File: src/rtl/ac_scan_sequencer.sv
// AC coefficient scan sequencer: reads a slice's AC coefficients in interleaved
// scan order (pos 1..63 outer, block 0..N-1 inner). Optional macro: AC_SCAN_NZ_STATS_EN.
module ac_scan_sequencer #(
    parameter int MAX_BLOCKS   = 32,
    parameter int ADDR_W       = 11,
    parameter int DRAIN_CYCLES = 6
) (
    input  logic              clk,
    input  logic              reset,
    input  logic              start,
    input  logic              abort,
    input  logic [5:0]        num_blocks,
    output logic              rd_en,
    output logic [ADDR_W-1:0] rd_addr,
    input  logic [31:0]       rd_data,
    output logic              enc_clear,
    output logic [31:0]       coeff_out,
    output logic              coeff_valid,
    output logic              last_coeff,
    output logic              busy,
    output logic              done
`ifdef AC_SCAN_NZ_STATS_EN
    ,
    output logic [11:0]       nz_count
`endif
);

    localparam int NB_W  = $clog2(MAX_BLOCKS + 1);
    localparam int BLK_W = (MAX_BLOCKS > 1) ? $clog2(MAX_BLOCKS) : 1;
    localparam int CNT_W = (DRAIN_CYCLES > 0) ? $clog2(DRAIN_CYCLES + 1) : 1;

    localparam logic [1:0] ST_IDLE  = 2'd0;
    localparam logic [1:0] ST_READ  = 2'd1;
    localparam logic [1:0] ST_DRAIN = 2'd2;
    localparam logic [1:0] ST_DONE  = 2'd3;

    logic [1:0]        state_r;
    logic [1:0]        state_nx_s;
    logic [NB_W-1:0]   nblk_r;
    logic [NB_W-1:0]   nblk_nx_s;
    logic [NB_W-1:0]   block_r;
    logic [NB_W-1:0]   block_nx_s;
    logic [5:0]        pos_r;
    logic [5:0]        pos_nx_s;
    logic [CNT_W-1:0]  drain_cnt_r;
    logic [CNT_W-1:0]  drain_cnt_nx_s;
    logic              rd_en_nx_s;
    logic              enc_clear_nx_s;
    logic              done_nx_s;
    logic [NB_W-1:0]   clamp_s;
    logic [NB_W-1:0]   last_blk_s;
    logic              read_last_s;
    logic              abort_act_s;
    logic [ADDR_W-1:0] rd_addr_nx_s;
    logic              rd_vld_d1_r;
    logic              last_d1_r;

    assign clamp_s      = ({26'd0, num_blocks} > 32'(MAX_BLOCKS)) ? NB_W'(MAX_BLOCKS) : NB_W'(num_blocks);
    assign last_blk_s   = nblk_r - NB_W'(1);
    assign read_last_s  = (pos_r == 6'd63) && (block_r == last_blk_s);
    assign abort_act_s  = abort && (state_r != ST_IDLE);
    assign rd_addr_nx_s = ADDR_W'({block_nx_s[BLK_W-1:0], pos_nx_s});

    // Next-state and counter advance; abort overrides everything but reset.
    always_comb begin
        state_nx_s     = state_r;
        nblk_nx_s      = nblk_r;
        block_nx_s     = block_r;
        pos_nx_s       = pos_r;
        drain_cnt_nx_s = drain_cnt_r;
        rd_en_nx_s     = 1'b0;
        enc_clear_nx_s = 1'b0;
        done_nx_s      = 1'b0;
        if (abort_act_s) begin
            state_nx_s     = ST_IDLE;
            block_nx_s     = {NB_W{1'b0}};
            pos_nx_s       = 6'd0;
            drain_cnt_nx_s = {CNT_W{1'b0}};
        end else begin
            case (state_r)
                ST_IDLE: begin
                    if (start) begin
                        nblk_nx_s      = clamp_s;
                        block_nx_s     = {NB_W{1'b0}};
                        pos_nx_s       = 6'd1;
                        enc_clear_nx_s = 1'b1;
                        if (clamp_s == {NB_W{1'b0}}) begin
                            state_nx_s = ST_DONE;
                            done_nx_s  = 1'b1;
                        end else begin
                            state_nx_s = ST_READ;
                            rd_en_nx_s = 1'b1;
                        end
                    end else begin
                        state_nx_s = ST_IDLE;
                    end
                end
                ST_READ: begin
                    if (read_last_s) begin
                        state_nx_s     = ST_DRAIN;
                        drain_cnt_nx_s = {CNT_W{1'b0}};
                    end else if (block_r == last_blk_s) begin
                        rd_en_nx_s = 1'b1;
                        block_nx_s = {NB_W{1'b0}};
                        pos_nx_s   = pos_r + 6'd1;
                    end else begin
                        rd_en_nx_s = 1'b1;
                        block_nx_s = block_r + NB_W'(1);
                    end
                end
                ST_DRAIN: begin
                    // DRAIN is entered one cycle before last_coeff appears, hence the inclusive count.
                    if (drain_cnt_r == CNT_W'(DRAIN_CYCLES)) begin
                        state_nx_s = ST_DONE;
                        done_nx_s  = 1'b1;
                    end else begin
                        drain_cnt_nx_s = drain_cnt_r + CNT_W'(1);
                    end
                end
                ST_DONE: begin
                    state_nx_s = ST_IDLE;
                    block_nx_s = {NB_W{1'b0}};
                    pos_nx_s   = 6'd0;
                end
                default: begin
                    state_nx_s = ST_IDLE;
                end
            endcase
        end
    end

    // Control state and registered read/handshake outputs.
    always_ff @(posedge clk) begin
        if (reset) begin
            state_r     <= ST_IDLE;
            nblk_r      <= {NB_W{1'b0}};
            block_r     <= {NB_W{1'b0}};
            pos_r       <= 6'd0;
            drain_cnt_r <= {CNT_W{1'b0}};
            rd_en       <= 1'b0;
            rd_addr     <= {ADDR_W{1'b0}};
            enc_clear   <= 1'b0;
            busy        <= 1'b0;
            done        <= 1'b0;
        end else begin
            state_r     <= state_nx_s;
            nblk_r      <= nblk_nx_s;
            block_r     <= block_nx_s;
            pos_r       <= pos_nx_s;
            drain_cnt_r <= drain_cnt_nx_s;
            rd_en       <= rd_en_nx_s;
            rd_addr     <= rd_en_nx_s ? rd_addr_nx_s : {ADDR_W{1'b0}};
            enc_clear   <= enc_clear_nx_s;
            busy        <= (state_nx_s != ST_IDLE);
            done        <= done_nx_s;
        end
    end

    // Two-stage data path aligned with the RAM's one-cycle read latency.
    always_ff @(posedge clk) begin
        if (reset) begin
            rd_vld_d1_r <= 1'b0;
            last_d1_r   <= 1'b0;
            coeff_valid <= 1'b0;
            last_coeff  <= 1'b0;
            coeff_out   <= 32'd0;
        end else if (abort_act_s) begin
            rd_vld_d1_r <= 1'b0;
            last_d1_r   <= 1'b0;
            coeff_valid <= 1'b0;
            last_coeff  <= 1'b0;
        end else begin
            rd_vld_d1_r <= rd_en;
            last_d1_r   <= rd_en && read_last_s;
            coeff_valid <= rd_vld_d1_r;
            last_coeff  <= last_d1_r;
            if (rd_vld_d1_r) begin
                coeff_out <= rd_data;
            end else begin
                coeff_out <= coeff_out;
            end
        end
    end

`ifdef AC_SCAN_NZ_STATS_EN
    // Nonzero coefficient statistic, held from done until the next accepted start.
    always_ff @(posedge clk) begin
        if (reset) begin
            nz_count <= 12'd0;
        end else if (abort_act_s || (state_r == ST_IDLE && start)) begin
            nz_count <= 12'd0;
        end else if (coeff_valid && (coeff_out != 32'd0)) begin
            nz_count <= nz_count + 12'd1;
        end else begin
            nz_count <= nz_count;
        end
    end
`endif

endmodule
File: config.mk
export PLATFORM = sky130hd
export DESIGN_NAME = ac_scan_sequencer
export DESIGN_NICKNAME = d
export VERILOG_FILES = /design/src/rtl/ac_scan_sequencer.sv
export SDC_FILE = /design/constraint.sdc
export NUM_CORES = 1
export LEC_CHECK = 0
export ABC_AREA = 1
export CORE_ASPECT_RATIO = 2
export CORE_MARGIN = 2
export CORE_UTILIZATION = 25
export CTS_BUF_LIST = sky130_fd_sc_hd__clkbuf_8
export DETAILED_ROUTE_END_ITERATION = 12
export GPL_ROUTABILITY_DRIVEN = 0
export PLACE_DENSITY = 0.52
export SYNTH_ARGS = -nofsm -noshare
export SYNTH_HDL_FRONTEND = slang
export SYNTH_SLANG_ARGS = --single-unit
File: constraint.sdc
create_clock -name clk -period 2 [get_ports clk]
set_clock_uncertainty 0.15 [all_clocks]
set_input_delay 0.3 -clock clk [delete_from_list [all_inputs] [get_ports clk]]
set_output_delay 0.3 -clock clk [all_outputs]
set_load 0.02 [all_outputs]
==> results_dict.tcl <==
set metrics [dict create \
    drt_wl_total_mm 9.46 \
    synth_flop_cell "dfxtp_1" \
    syn-instance-count 453 \
    synth_cell_type_count 31 \
    regToRegSetupSlack_ps 30 \
    drv_slew 0 \
    yosys-top-cells-area "dfxtp_1, nor2_1, nand2_1, o21ai_0, inv_1" \
    finish.instance_area_um2 4970 \
    cts_tree "built" \
    mappedNetlistArea_um2 3240 \
    netlist_top_cells_count "nor2_1, nand2_1, dfxtp_1" \
    portBuffers 90 \
    clk_pin_slew_ps 90 \
    netlist.area_leader.share 0.457 \
    synth-edff-count 0 \
    viasPerCell 4.48 \
    p_leak_nw 2.05 \
    postRouteAntennaNets 0 \
    cp.arrival_ps 2090 \
    path_delay_family "simple AND/OR/NAND/NOR gates" \
    htreeDepth 3 \
    die_h_um 165 \
    fin_crit_ps 1970 \
    critPathMaxFanout 7 \
    cts_buffer_depth 2 \
    ff2ff_path_depth 13 \
    coreArea_um2 12600 \
    row_count 58 \
    crit_end "rd_addr[4]" \
    slowest_stage "dfxtp_2" \
    worstHoldStart "last_d1_r" \
    cp_cell_sequence "inv_2 > ha_4 > xnor2_2 > nor2_1 > nand3_2 > nor2_4 > buf_6 > nand2_1 > xor2_1 > nand2_1 > nand2_1 > nand2_1 > inv_1" \
    fp.dieW_um 84.6 \
    rr_endpoint "rd_addr[4]" \
    syn_avg_cell_area_um2 7.16 \
    setup-violations-final 0 \
    cts.sinks 74 \
    hold_viol_final 0 \
    drcViolationCount 0 \
    yosys_warnings 0 \
    rsz0062_at_grt "yes" \
    slew_headroom 0.768 \
    critical_path_class "reg -> reg" \
    first_pass_iters 4 \
    cts-root-buf "clkbuf_8" \
    cp-startpoint "nblk_r[1]" \
    overflow 0 \
    required_ps 2120 \
    grt_pass1_vias 3332 \
    async_flop_share 0 \
    io_pins 91 \
    critPathMostFrequentCell "nand2_1" \
    crit_path_start_kind "register" \
    grt_start_max_net_pins 33 \
    dpl-instance-area_um2 4580 \
    cts_buffers 9 \
    wl_per_cell_um 12.8 \
    fmax_mhz 506 \
    ys_seq_area_frac 0.457 \
    cp_num_buf_inv 3 \
    grt_pass1_wl_mm 15.3 \
    min_period_over_period 0.987 \
    start_util 0.257 \
    synthesis.nets 504 \
    r2r-start "nblk_r[1]" \
    synth.most_common_cell "nor2_1" \
    worst_pin_slew_ps 345 \
    powerDensity_nw_per_um2 727 \
    die_area_um2 14000 \
    cp_slowest_stage_delay_ps 340 \
    outcome "completed" \
    place_hpwl_mm 7.41 \
    layout-area-overhead-vs-synth_pct 53.1 \
    holdCritPathClass "reg -> reg" \
    yosysTopAreaCell "dfxtp_1" \
    end_kind "register" \
    synth-seq-cells 74 \
    peakVddDrop_v 0.000386 \
    vias 3308 \
    drv_cap 0 \
    grt_use_total 0.140 \
    nets 634 \
    crit_cells 13 \
    drive_gt1_frac 0.196 \
    antenna_found_initial 0 \
    p_total_w 0.00361 \
    drt_iter0_drc 119 \
    clk-insertion-delay-late_ps 360 \
    ctsHoldBuffers 0 \
    num_antenna_cells 0 \
]
-- flip-flops by register name (all words and copies together), names as in the netlist --
name	flops
busy	1
rd_en	1
done	1
coeff_valid	1
state_r	2
coeff_out	32
drain_cnt_r	3
rd_addr	11
nblk_r	6
pos_r	6
enc_clear	1
block_r	6
last_coeff	1
rd_vld_d1_r	1
last_d1_r	1
-- per-layer routing --
layer	track usage	up-vias	routed length [µm]
met4	0.0866	0	422
met5	0	-	0
li1	-	1698	-
met2	0.272	88	5260
met1	0.123	1495	3340
met3	0.0368	27	435
-- worst min path at each step --
stage	end	slack, ps	depth (start not counted)
after detailed placement	last_coeff	260	2
final	last_coeff	270	2
after floorplan	last_coeff	240	2
after global placement	last_coeff	260	2
after global routing	last_coeff	310	2
after CTS	last_coeff	270	2
-- power breakdown --
part	switching, W	internal, W	leakage, nW
logic	0.000467	0.000395	1.35
clock network	0.000653	0.000483	0.0975
registers	0.0000518	0.00156	0.603
-- metrics by stage --
step	utilization	setup WS, ps	std cells	hold WS [ps]	setup TNS (ps)
finish	0.393	25.4	738	267	0
global route	0.393	-137	738	310	-3070
CTS	0.383	-30.8	737	273	-188
detailed placement	0.362	-135	720	259	-2260
global placement	0.362	-105	720	260	-1430
floorplan	-	14.4	453	244	0
-- kinds of logic after synthesis --
| group | after synthesis | share of synthesized area |
|---|---|---|
| xor gates and xnor gates | 7 | 0.0189 |
| DFF | 74 | 0.457 |
| adders and majority gates | 9 | 0.0347 |
| and+or+nand+nor | 220 | 0.280 |
| buffers and inverters | 62 | 0.0767 |
| AOI/OAI and AO/OA | 81 | 0.133 |
-- worst min-delay path, delay by kind of cell (launching register included) --
family | cells | cell delay, ps
buf+inv | 1 | 40
simple gates | 1 | 30
flops | 1 | 310
-- what timing repair did --
item,4_1_cts,5_1_grt
resized for setup,17,34
endpoints found under the setup margin,30,63
buffers inserted,1,1
pin swaps,8,16
-- cell usage in the layout, fill, tap and decap left out, types with 2 or more instances in the layout --
master           count
a211oi_1             2
clkdlybuf4s50_1     90
nor2_1              94
nand2_4              3
clkbuf_8             9
nand3_1             17
clkinv_4             2
a21oi_2              9
dfxtp_1             72
a21oi_1             18
o21ai_0             43
nor2_2               3
xor2_1               4
buf_4               40
inv_1               38
ha_1                 8
o21ai_2              2
dfxtp_2              2
buf_6                3
a21oi_4              2
xnor2_1              2
nand2_2             10
nand3_2              8
nand4_1              2
inv_2                8
inv_6                5
nand2_1             76
nor3_1               2
-- final cells by class --
cell class	instances	area (µm²)
well taps	150	188
inverters	47	181
flip-flops and latches	74	1480
multi-input cells	317	1680
clock inverters	7	63.8
repair buffers	134	1250
clock buffers	9	124
fillers	1391	7660
(Power assumes the default switching activity.)
